===== src/rtl/multi_blaster.sv =====
// Multi-channel launch controller: charge, arm, then salvo or ripple firing of igniter channels.
// Optional over-current exit enabled by defining MULTI_BLASTER_OCP_EN.
module multi_blaster #(
  parameter int unsigned CHANNELS     = 4,
  parameter int unsigned ADC_W        = 12,
  parameter int unsigned ADC_CYCLES   = 16,
  parameter int unsigned DEBOUNCE     = 64,
  parameter int unsigned FIRE_TIMEOUT = 2400000,
  parameter int unsigned GAP_CYCLES   = 480000
) (
  input  logic                clk,
  input  logic                reset_n,
  input  logic                arm_button,
  input  logic                fire_button,
  input  logic [CHANNELS-1:0] chan_en,
  input  logic                ripple,
  input  logic                lt3420_done,
  output logic                lt3420_charge,
  output logic [CHANNELS-1:0] fire_en,
  output logic                dump,
  output logic                arm_led,
  output logic                ad_req,
  input  logic                adc_valid,
  input  logic [ADC_W-1:0]    vout,
  input  logic [ADC_W-1:0]    iout,
  input  logic [ADC_W-1:0]    vcap,
  input  logic [ADC_W-1:0]    icap,
  input  logic [ADC_W-1:0]    burnout_v,
  input  logic [ADC_W-1:0]    burnout_i,
  input  logic [ADC_W-1:0]    vcap_min,
  input  logic [ADC_W-1:0]    icap_max,
  output logic [CHANNELS-1:0] done_mask,
  output logic [2:0]          state
);

  localparam int unsigned DebW = $clog2(DEBOUNCE + 1);
  localparam int unsigned IntW = $clog2(FIRE_TIMEOUT + 1);
  localparam int unsigned GapW = $clog2(GAP_CYCLES + 1);
  localparam int unsigned SmpW = $clog2(ADC_CYCLES + 1);

  localparam logic [DebW-1:0] DebLoad = DebW'(DEBOUNCE);
  localparam logic [IntW-1:0] IntLoad = IntW'(FIRE_TIMEOUT - 1);
  localparam logic [GapW-1:0] GapLoad = GapW'(GAP_CYCLES - 1);
  localparam logic [SmpW-1:0] SmpLoad = SmpW'(ADC_CYCLES - 1);

  typedef enum logic [2:0] {
    StIdle      = 3'd0,
    StCharge    = 3'd1,
    StReady     = 3'd2,
    StFire      = 3'd3,
    StGap       = 3'd4,
    StDischarge = 3'd5,
    StOcp       = 3'd6
  } state_e;

  state_e              r_state, w_state_nxt;
  logic [CHANNELS-1:0] r_pend, w_pend_nxt;
  logic [CHANNELS-1:0] r_done, w_done_nxt;
  logic                r_ripple, w_ripple_nxt;
  logic [DebW-1:0]     r_deb, w_deb_nxt;
  logic [IntW-1:0]     r_int, w_int_nxt;
  logic [GapW-1:0]     r_gap, w_gap_nxt;
  logic [SmpW-1:0]     r_smp, w_smp_nxt;
  logic [23:0]         r_blink;

  logic [CHANNELS-1:0] w_active;
  logic [CHANNELS-1:0] w_pend_left;
  logic                w_burn;
  logic                w_ocp;
  logic                w_uv;
  logic                w_release;

  // Ripple fires only the lowest pending channel; ripple mode is latched at fire press.
  assign w_active    = r_ripple ? (r_pend & (~r_pend + CHANNELS'(1))) : r_pend;
  assign w_pend_left = r_pend & ~w_active;
  assign w_burn      = adc_valid && (vout >= burnout_v) && (iout <= burnout_i);
  assign w_uv        = adc_valid && (vcap < vcap_min);
  assign w_release   = (r_deb == '0) && !fire_button;

`ifdef MULTI_BLASTER_OCP_EN
  assign w_ocp = adc_valid && (icap >= icap_max);
`else
  logic w_unused_icap;
  assign w_unused_icap = ^{icap, icap_max};
  assign w_ocp         = 1'b0;
`endif

  always_comb begin
    w_state_nxt  = r_state;
    w_pend_nxt   = r_pend;
    w_done_nxt   = r_done;
    w_ripple_nxt = r_ripple;
    w_deb_nxt    = r_deb;
    w_int_nxt    = r_int;
    w_gap_nxt    = r_gap;
    w_smp_nxt    = r_smp;

    if ((r_state == StFire || r_state == StGap) && r_deb != '0) begin
      w_deb_nxt = r_deb - DebW'(1);
    end

    case (r_state)
      StIdle: begin
        if (arm_button) begin
          w_state_nxt = StCharge;
          w_done_nxt  = '0;
        end
      end
      StCharge: begin
        if (!arm_button)      w_state_nxt = StIdle;
        else if (lt3420_done) w_state_nxt = StReady;
      end
      StReady: begin
        if (!arm_button) begin
          w_state_nxt = StIdle;
        end else if (fire_button && chan_en != '0) begin
          w_state_nxt  = StFire;
          w_pend_nxt   = chan_en;
          w_ripple_nxt = ripple;
          w_deb_nxt    = DebLoad;
          w_int_nxt    = IntLoad;
          w_smp_nxt    = SmpLoad;
        end
      end
      StFire: begin
        w_smp_nxt = (r_smp == '0) ? SmpLoad : r_smp - SmpW'(1);
        if (r_int != '0) w_int_nxt = r_int - IntW'(1);
        if (!arm_button || w_release) begin
          w_state_nxt = StDischarge;
        end else if (w_ocp) begin
          w_state_nxt = StOcp;
        end else if (w_uv) begin
          w_state_nxt = StDischarge;
        end else if (w_burn || r_int == '0) begin
          if (w_burn) w_done_nxt = r_done | w_active;
          w_pend_nxt = w_pend_left;
          if (!r_ripple || w_pend_left == '0) begin
            w_state_nxt = StDischarge;
          end else begin
            w_state_nxt = StGap;
            w_gap_nxt   = GapLoad;
          end
        end
      end
      StGap: begin
        if (!arm_button || w_release) begin
          w_state_nxt = StDischarge;
        end else if (r_gap == '0) begin
          w_state_nxt = StFire;
          w_int_nxt   = IntLoad;
          w_smp_nxt   = SmpLoad;
        end else begin
          w_gap_nxt = r_gap - GapW'(1);
        end
      end
`ifdef MULTI_BLASTER_OCP_EN
      StOcp: begin
        if (!arm_button) w_state_nxt = StIdle;
      end
`endif
      StDischarge: begin
        if (!arm_button) w_state_nxt = StIdle;
      end
      default: w_state_nxt = StIdle;
    endcase
  end

  always_ff @(posedge clk or negedge reset_n) begin
    if (!reset_n) begin
      r_state  <= StIdle;
      r_pend   <= '0;
      r_done   <= '0;
      r_ripple <= 1'b0;
      r_deb    <= DebLoad;
      r_int    <= IntLoad;
      r_gap    <= GapLoad;
      r_smp    <= SmpLoad;
      r_blink  <= '0;
    end else begin
      r_state  <= w_state_nxt;
      r_pend   <= w_pend_nxt;
      r_done   <= w_done_nxt;
      r_ripple <= w_ripple_nxt;
      r_deb    <= w_deb_nxt;
      r_int    <= w_int_nxt;
      r_gap    <= w_gap_nxt;
      r_smp    <= w_smp_nxt;
      r_blink  <= r_blink + 24'd1;
    end
  end

  always_comb begin
    fire_en       = (r_state == StFire) ? w_active : '0;
    lt3420_charge = (r_state == StCharge) || (r_state == StReady);
    dump          = (r_state == StDischarge) || (r_state == StOcp);
    ad_req        = (r_state == StFire) && (r_smp == '0);
    arm_led       = 1'b0;
    if (r_state == StReady || r_state == StFire || r_state == StGap) arm_led = 1'b1;
    else if (r_state == StCharge)                                    arm_led = r_blink[23];
  end

  assign done_mask = r_done;
  assign state     = r_state;

endmodule

===== config.mk =====
export PLATFORM = sky130hd
export DESIGN_NAME = multi_blaster
export DESIGN_NICKNAME = d
export VERILOG_FILES = /design/src/rtl/multi_blaster.sv
export SDC_FILE = /design/constraint.sdc
export NUM_CORES = 1
export LEC_CHECK = 0
export CAP_MARGIN = 20
export CORE_ASPECT_RATIO = 0.6
export CORE_UTILIZATION = 53
export CTS_BUF_LIST = sky130_fd_sc_hd__clkbuf_4
export DETAILED_ROUTE_END_ITERATION = 10
export PLACE_DENSITY = 0.91
export RECOVER_POWER = 100
export SYNTH_ARGS = -nofsm -noshare
export SYNTH_HDL_FRONTEND = slang
export SYNTH_SLANG_ARGS = --single-unit

===== constraint.sdc =====
create_clock -name clk -period 3.4 [get_ports clk]
set_input_delay 0.51 -clock clk [delete_from_list [all_inputs] [get_ports clk]]
set_output_delay 0.51 -clock clk [all_outputs]
set_load 0.005 [all_outputs]

# Yosys cells after proc, flatten, opt, wreduce, memory -nomap -nowiden
# Cells that the tools add are included.
# Widths: inputs -> output; s select.
op_classes:
  addsub: 6
  magnitude_cmp: 3
  eq_ne: 23
  mux: 52
  n_bitwise: 5
  reduce_logical: 38
op_table:
  columns: ["operator", "n"]
  rows:
  - ["$mux 19", 6]
  - ["$mux 22", 5]
  - ["$pmux 22 s3", 1]
  - ["$mux 4", 12]
  - ["$pmux 19 s2", 1]
  - ["$mux 3", 11]
  - ["$mux 7", 4]
  - ["$ne 2x2->1 const B", 13]
  - ["$mux 5", 5]
  - ["$add 24x1->24 const B", 1]
  - ["$reduce_and 6->1", 4]
  - ["$logic_not 22->1", 1]
  - ["$reduce_bool 22->1", 1]
  - ["$sub 22x1->22 const B", 1]
  - ["$logic_not 19->1", 1]
  - ["$sub 19x1->19 const B", 1]
  - ["$pmux 3 s6", 1]
  - ["$pmux 4 s2", 2]
  - ["$pmux 5 s3", 1]
  - ["$ge 12x12->1", 1]
  - ["$le 12x12->1", 1]
  - ["$lt 12x12->1", 1]
  - ["$eq 3x3->1 const B", 3]
  - ["$ne 3x3->1 const B", 3]
  - ["24 further kinds", 46]
totals:
  reg_bits: 89
  input_bits: 107
  output_inout_bits: 15
  word_cells: 136

# Depth between registers and ports, before layout
# Gate-level depths: netlist of run 1.
logic_depth:
  word_depth: 13
  ltp_mapped: 11
  ltp_nobuf: 9

# Worst setup path before layout of run 1
# OpenSTA, ideal clock, no wires.
synth_path:
  kind: "reg2reg"
  start: "register r_gap[0]"
  end: "register r_int[9]"
  arrival_ps: 2845
  required_time_ps: 3336
  path_slack_ps: 491
  path_stages_with_launch: 10
  path_buffers: 0
  path_cell_list: "dfstp_2 -> inv_1 -> ha_1 -> or4b_4 -> or4_4 -> o21a_2 -> nor4_4 -> nand3_2 -> or4_1 -> nand3_1"
synth_between:
  elab_chain_len: 3
synth_rtl:
  columns: ["item", "line", "text"]
  rows:
  - ["start: declaration", "62", "logic [GapW-1:0] r_gap, w_gap_nxt;"]
  - ["start signal: assignment", "176", "r_gap <= GapLoad;"]
  - ["start signal: assignment", "186", "r_gap <= w_gap_nxt;"]
  - ["$logic_not 19->1", "148", "end else if (r_gap == '0) begin"]
  - ["$ne 2x2->1 (no source line)", null, null]
  - ["$reduce_and 6->1 (no source line)", null, null]
  - ["end signal: assignment", "175", "r_int <= IntLoad;"]
  - ["end signal: assignment", "185", "r_int <= w_int_nxt;"]
  - ["end: declaration", "61", "logic [IntW-1:0] r_int, w_int_nxt;"]
# No other way between the ends.
# A chain may end at the register's enable or synchronous reset.

# Final worst setup path of run 1
layout_path:
  start: "register r_state[1] (netlist: state[1])"
  end: "register r_int[16]"
layout_between:
  elab_chain_len: 3
  word_cells_on_any_way: 11
layout_rtl:
  columns: ["item", "line", "text"]
  rows:
  - ["start: declaration", "56", "state_e r_state, w_state_nxt;"]
  - ["start signal: assignment", "170", "r_state <= StIdle;"]
  - ["start signal: assignment", "180", "r_state <= w_state_nxt;"]
  - ["$eq 3x3->1 / $eq 3x2->1 (equally long branches)", "102", "case (r_state)"]
  - ["$ne 2x2->1 (no source line) / $reduce_bool 3->1 (equally long branches)", null, null]
  - ["$reduce_and 6->1 (no source line)", null, null]
# Several ways; a longest one is shown, not always the timed one.

==> reports/metrics.cfg, run 1 <==
[yosys]
synth_ff_type=dfrtp_1
synth_seq_area_share_pct=41.54
synth_largest_area_cell=dfrtp_1
async_flop_share_pct=100.0
synth_seq_cells=89
synth-edff-count=0
ys_types=59
synth.cell_area_um2=5464
synth_cells=616
syn-num-nets=763
synth_top_area_share_pct=25.19
ys_top_cells_by_area=dfrtp_1 25%, dfstp_2 16%, ha_1 9.2%
yosysWarnings=0
synth_area_per_cell_um2=8.870

[floorplanning]
rows=28
initial_core_util_pct=54.92
die_w_um=133.1
io_pins=122
core_area_um2=9950
die_area_um2=10730
die_y_um=80.65

[cts]
clk_pin_slew_worst_paths_ns=0.13
cts_root_buf=clkbuf_4
cts.sinks=89
cts-htree-levels=3
cts_resized=0
clkLatencyLatePin_ns=0.46
numCtsBuffers=9
hold_buffers=0
cts_tree=built
cts_setup_buffers=0
cts_buffer_depth=2

[critical_path]
critPathMaxFanout=12
slowest_delay_ns=0.60
cp.arrival_ns=3.72
cp-start-kind=flip-flop
critical_path_class=flip-flop to flip-flop
required_ns=3.80
path_buf_inv=0
critical_path.cell_chain=or3b_1 > a211oi_1 > a21oi_1 > nor4_4 > nand3_2 > or4_1 > nand2_1
crit_family=simple AND/OR/NAND/NOR gates
slowest_stage=a211oi_1
crit_path_end_kind=flip-flop

[power]
peakVddDrop_mv=0.3480
power.leakage_nw=2.971
power_density_nw_per_um2=502.4

[sta]
max_freq_mhz=301.7
grt_setup_unrepaired=no
setup_slack_ns=0.08542
maxSlewViolCount=79
setup_viol=0
skew_ns=0.01149
max-slew-margin-rel_pct=-22.51
period_needed_ns=3.315
hold_slack_ns=0.4729
hold_violations=0
tns_ns=0
tightest_slew_ns=1.838
period_share_pct=97.49

[placed_design]
globalplace.congestion=0.8838
dp_slack_ns=0.1132
post_dp_cell_area_um2=6656
dpl.cell_count=848
hpwl_um=10710
portBuffers=97

[detailed_routing]
route.detailed.drc=0
vias=5060
ant_nets=0
firstDrtPassIters=6
wl_per_cell_um=16.16
first_iter_violations=416
wl_um=14000
vias_per_cell=5.843

[cells_and_area]
ff_latch_area_um2=2270
drive_above_1_share_pct=9.986
instances_no_fill=866
antennaDiodeCount=0
fin_nets=873
final_area_um2=6755
layout_common_cells=83 x clkdlybuf4s50_1, 62 x nor2_1, 61 x nand2_1, 55 x inv_1, 55 x dfrtp_1
areaGrowthSynthToFinish_pct=23.63
final_common_cell=clkdlybuf4s50_1
multi_input_area_um2=2929
num-fill-cells=765

[outcome]
violations=capacitance limit, slew limit
status=finished with violations

[global_route]
antenna_found_initial=0
grt_max_degree=90
grt_pass1_vias=4913
grt_usage_pct=27.16
grt_first_pass_wirelength_um=22840
grt-ovfl-total=0

[job]
drv_cap=1

[worst_hold_path]
hp-class=flip-flop to flip-flop

[sequential cells by signal, indices dropped and copies added, names as in the netlist]
signal	cells
r_blink	24
r_deb	7
r_smp	5
done_mask	4
state	3
r_gap	19
r_int	22
r_ripple	1
r_pend	4
[path summary, 6_finish.rpt]
kind,from,end,slack [ns],cells past startpoint
min in group asynchronous,reset_n,r_int[13]$_DFFE_PN0P_,0.57,2
max,state[1]$_DFFE_PN0P_,r_int[16]$_DFFE_PN0P_,0.09,7
min reg2reg,r_blink[12]$_DFF_PN0_,r_blink[12]$_DFF_PN0_,0.47,1
max in group asynchronous,reset_n,done_mask[0]$_DFFE_PN0P_,0.62,3
max reg2reg,state[1]$_DFFE_PN0P_,r_int[16]$_DFFE_PN0P_,0.09,7
min,r_blink[12]$_DFF_PN0_,r_blink[12]$_DFF_PN0_,0.47,1
[power breakdown]
part / switching (mW) / internal [mW] / leakage, nW / total, mW
Combinational: 0.696 / 0.566 / 1.83 / 1.26
Sequential: 0.244 / 1.38 / 1.08 / 1.63
Clock: 0.347 / 0.160 / 0.0678 / 0.507
Total: 1.29 / 2.11 / 2.97 / 3.39
[through the flow]
step                      util (%)  power, mW
after global placement       66.90      2.797
after global routing         67.89      3.612
after detailed placement     66.90      2.903
final                        67.89      3.394
after floorplan                  -      2.335
after CTS                    67.97      3.408
[kinds of logic after synthesis]
logic type	Yosys count	share of synthesized area [%]
DFF	89	41.54
muxes	2	0.4122
AOI/OAI and AO/OA	121	13.88
xor gates and xnor gates	41	6.572
and+or+nand+nor	252	23.43
adders and majority gates	41	9.343
buffers and inverters	70	4.832
[layer usage]
metal | GRT usage [%] | routed length [um] | up-vias | share of wire, %
li1 | - | - | 2389 | -
met2 | 45.34 | 6380 | 257 | 46
met1 | 33.92 | 6048 | 2373 | 43
met3 | 7.449 | 1218 | 41 | 8.7
met5 | 0 | 0 | - | 0
met4 | 9.885 | 348 | 0 | 2.5
[synth_stat cells, types with 2 or more instances]
cell,instances
a21o_1,3
nand4_1,21
nor2_1,62
nor4_1,7
nand2b_1,6
o211ai_1,2
nand2_1,61
mux2_2,2
a31oi_1,2
a32o_1,2
or3_1,11
nor3b_1,4
nor2b_1,4
a211o_1,2
dfrtp_1,55
dfstp_2,34
nand3_2,2
nand3_1,24
or4_1,6
o21a_1,2
nor3_1,16
a2bb2oi_1,2
o31ai_1,11
o22a_1,4
buf_1,3
xor2_1,20
nand3b_1,3
a22o_1,3
xnor2_1,21
clkbuf_1,11
ha_1,40
and3_1,9
and2_1,4
inv_1,55
o21ai_0,36
a21oi_1,34
or2_2,5
a211oi_1,6
[layout make-up]
| class | count | area share (%) |
|---|---|---|
| Multi-Input combinational cell | 457 | 43.36 |
| Sequential cell | 89 | 33.60 |
| Timing Repair Buffer | 114 | 15.91 |
| Inverter | 55 | 3.056 |
| Tap cell | 135 | 2.500 |
| Clock buffer | 11 | 1.222 |
| Clock inverter | 5 | 0.3519 |
[worst register-to-register path, stage by stage (launching register included)]
cell      delay, ns
dfrtp_1        0.58
or3b_1         0.56
a211oi_1       0.60
a21oi_1        0.24
nor4_4         0.52
nand3_2        0.21
or4_1          0.45
nand2_1        0.09
(Power assumes the default switching activity.)
==> run 2, diff against run 1 <==
- ABC_CLOCK_PERIOD_IN_PS: unset -> 3400
- CORE_MARGIN: unset -> 5
- CTS_CLUSTER_SIZE: unset -> 8
==> run 2 against run 1 <==
  * The flow still finishes with violations (capacitance limit, slew limit)
  * First-iteration DRC count up 2.4%
  * Global-route usage fell by 4.1 points
  * Fmax increased by 3.5%
  * Utilization rose by 0.47 points
  * Power increased by 2.6%
  * Die area rose by 17%
  * Cell area is 0.69% higher
  * Hold slack better by 0.0051 ns
  * Largest power group unchanged
  * Highest routed layer unchanged
==> reports/metrics.cfg, run 2 (same netlist as run 1, synthesis figures left out) <==
[outcome]
status=finished with violations  ; unchanged
violations=capacitance limit, slew limit  ; unchanged

[global_route]
grt_pass1_vias=4911  ; was 4,913
grt_max_degree=90  ; unchanged
grt-ovfl-total=0  ; unchanged
grt_usage_pct=23.04  ; was 27.16%
antenna_found_initial=0  ; unchanged
grt_first_pass_wirelength_um=23410  ; was 22,840 um

[cells_and_area]
areaGrowthSynthToFinish_pct=24.48  ; was 23.63%
final_common_cell=clkdlybuf4s50_1  ; unchanged
top_regs=r_blink (24), r_int (22), r_gap (19)  ; unchanged
largest_register_ff_count=24  ; unchanged
fin_nets=870  ; was 873
drive_above_1_share_pct=10.16  ; was 9.986%
largest_register=r_blink  ; unchanged
layout_common_cells=82 x clkdlybuf4s50_1, 62 x nor2_1, 61 x nand2_1, 55 x inv_1, 55 x dfrtp_1  ; was 83 x clkdlybuf4s50_1, 62 x nor2_1, 61 x nand2_1, 55 x inv_1, 55 x dfrtp_1
antennaDiodeCount=0  ; unchanged
fin_util_pct=68.36  ; was 67.89%

[floorplanning]
die_w_um=141.1  ; was 133.1 um
die_area_um2=12510  ; was 10,730 um2
io_pins=122  ; unchanged
core_area_um2=9950  ; unchanged
initial_core_util_pct=54.92  ; unchanged
rows=28  ; unchanged
die_y_um=88.65  ; was 80.65 um

[sta]
tightest_slew_ns=2.573  ; was 1.838 ns
max_freq_mhz=312.2  ; was 301.7 MHz
hold_violations=0  ; unchanged
maxSlewViolCount=48  ; was 79
tns_ns=0  ; unchanged
hold_slack_ns=0.4780  ; was 0.4729 ns
setup_viol=0  ; unchanged
period_share_pct=94.20  ; was 97.49%
grt_setup_unrepaired=no  ; unchanged
max-slew-margin-rel_pct=-71.55  ; was -22.51%
period_needed_ns=3.203  ; was 3.315 ns
skew_ns=0.01650  ; was 0.01149 ns

[critical_path]
required_ns=2.89  ; was 3.80 ns
crit_path_end_kind=output port  ; was flip-flop
cp.arrival_ns=2.69  ; was 3.72 ns
critPathMaxFanout=13  ; was 12
rr_worst_depth=10  ; was 7
rrSetupSlack_ns=0.24  ; was 0.09 ns
timing.rr.end=r_int[9]$_DFFE_PN1P_  ; was r_int[16]$_DFFE_PN0P_
critical_path_class=flip-flop to output port  ; was flip-flop to flip-flop
critical_path.cell_chain=clkbuf_1 > nand2_1 > buf_4 > nor2_1 > clkdlybuf4s50_1  ; was or3b_1 > a211oi_1 > a21oi_1 > nor4_4 > nand3_2 > or4_1 > nand2_1
slowest_stage=clkdlybuf4s50_1  ; was a211oi_1
r2r-start=r_gap[0]$_DFFE_PN1P_  ; was state[1]$_DFFE_PN0P_
cp-start-kind=flip-flop  ; unchanged
slowest_delay_ns=0.56  ; was 0.60 ns

[power]
power.leakage_nw=2.973  ; was 2.971 nW
power_density_nw_per_um2=511.8  ; was 502.4 nW/um2
switching_share_pct=37.50  ; was 37.92%
peakVddDrop_mv=0.4352  ; was 0.3480 mV
clkPwrFrac_pct=17.7  ; was 14.9%
power_mw=3.481  ; was 3.394 mW
pwr-share-comb_pct=35.7  ; was 37.2%
power.switching_mw=1.305  ; was 1.287 mW
power.internal_mw=2.175  ; was 2.107 mW
seq_power_share_pct=46.6  ; was 47.9%

[worst_hold_path]
hold_path_startpoint=r_blink[21]$_DFF_PN0_  ; was r_blink[12]$_DFF_PN0_
whs_endpoint=r_blink[21]$_DFF_PN0_  ; was r_blink[12]$_DFF_PN0_
hold_depth=1  ; unchanged
hp-class=flip-flop to flip-flop  ; unchanged

[detailed_routing]
vias=5030  ; was 5,060
first_iter_violations=426  ; was 416
vias_per_cell=5.829  ; was 5.843
wl_per_cell_um=16.26  ; was 16.16 um
route.detailed.drc=0  ; unchanged
ant_nets=0  ; unchanged
firstDrtPassIters=8  ; was 6
wl_um=14030  ; was 14,000 um

[cts]
cts_resized=0  ; unchanged
clk_pin_slew_worst_paths_ns=0.15  ; was 0.13 ns
clkLatencyLatePin_ns=0.46  ; about the same
cts_root_buf=clkbuf_4  ; unchanged
cts_setup_buffers=0  ; unchanged
numCtsBuffers=9  ; unchanged
cts-htree-levels=3  ; unchanged
cts.sinks=89  ; unchanged
hold_buffers=0  ; unchanged
cts_tree=built  ; unchanged
cts_buffer_depth=2  ; unchanged

[placed_design]
hpwl_um=10830  ; was 10,710 um
globalplace.congestion=0.9325  ; was 0.8838
portBuffers=97  ; unchanged

[job]
drv_cap=1  ; unchanged

-- run 2: cell types whose count changed in the layout (fill, tap and decap cells not counted), sizes merged --
cell	before	now
clkinv	5	1
clkdlybuf4s50	83	82
clkinvlp	0	3
clkbuf	18	14
bufinv	0	1
inv	55	57
-- run 2: worst max-delay path by stage --
stage | from | to | slack (ns)
floorplan | r_gap[0]$_DFFE_PN1P_ | r_int[9]$_DFFE_PN1P_ | 0.49
CTS | r_gap[0]$_DFFE_PN1P_ | r_int[9]$_DFFE_PN1P_ | 0.28
finish | state[0]$_DFFE_PN0P_ | ad_req | 0.20
detailed placement | vcap_min[9] | r_gap[16]$_DFFE_PN1P_ | 0.14
global placement | vcap_min[11] | r_gap[1]$_DFFE_PN1P_ | 0.17
global route | r_gap[0]$_DFFE_PN1P_ | r_int[9]$_DFFE_PN1P_ | 0.09
-- run 2: per-stage QoR --
step	instance area (um2)	cells	setup WS [ns]
floorplan	5464	616	0.4906
finish	6802	863	0.1974
detailed placement	6666	846	0.1390
global route	6802	863	0.08954
global placement	6666	846	0.1679
CTS	6813	862	0.2766
-- run 2: power groups by stage --
stage / registers, mW / logic [mW] / clock network [mW]
detailed placement: 1.63 / 1.27 / 0
global placement: 1.61 / 1.19 / 0
CTS: 1.61 / 1.28 / 0.628
finish: 1.62 / 1.24 / 0.616
global route: 1.66 / 1.39 / 0.678
floorplan: 1.57 / 0.766 / 0
-- run 2: per-layer routing --
layer	global-route usage (%)	share of wire, %	up-vias
li1	-	-	2385
met1	31.10	45	2419
met2	38.23	47	208
met3	5.130	7.3	18
met4	5.805	1.2	0
met5	0	0	-
-- run 2: final cells by class --
class,count,area (um2)
clock buffers,9,67.56
clock inverters,7,78.83
fillers,764,3148
inverters,55,206.4
multi-input cells,457,2929
flip-flops and latches,89,2270
well taps,135,168.9
repair buffers,111,1081
-- run 2: critical path: cells and delay by family (launching register included) --
kind	cells	cell delay, ns
buf+inv	3	1.32
flops	1	0.37
simple gates	2	0.54
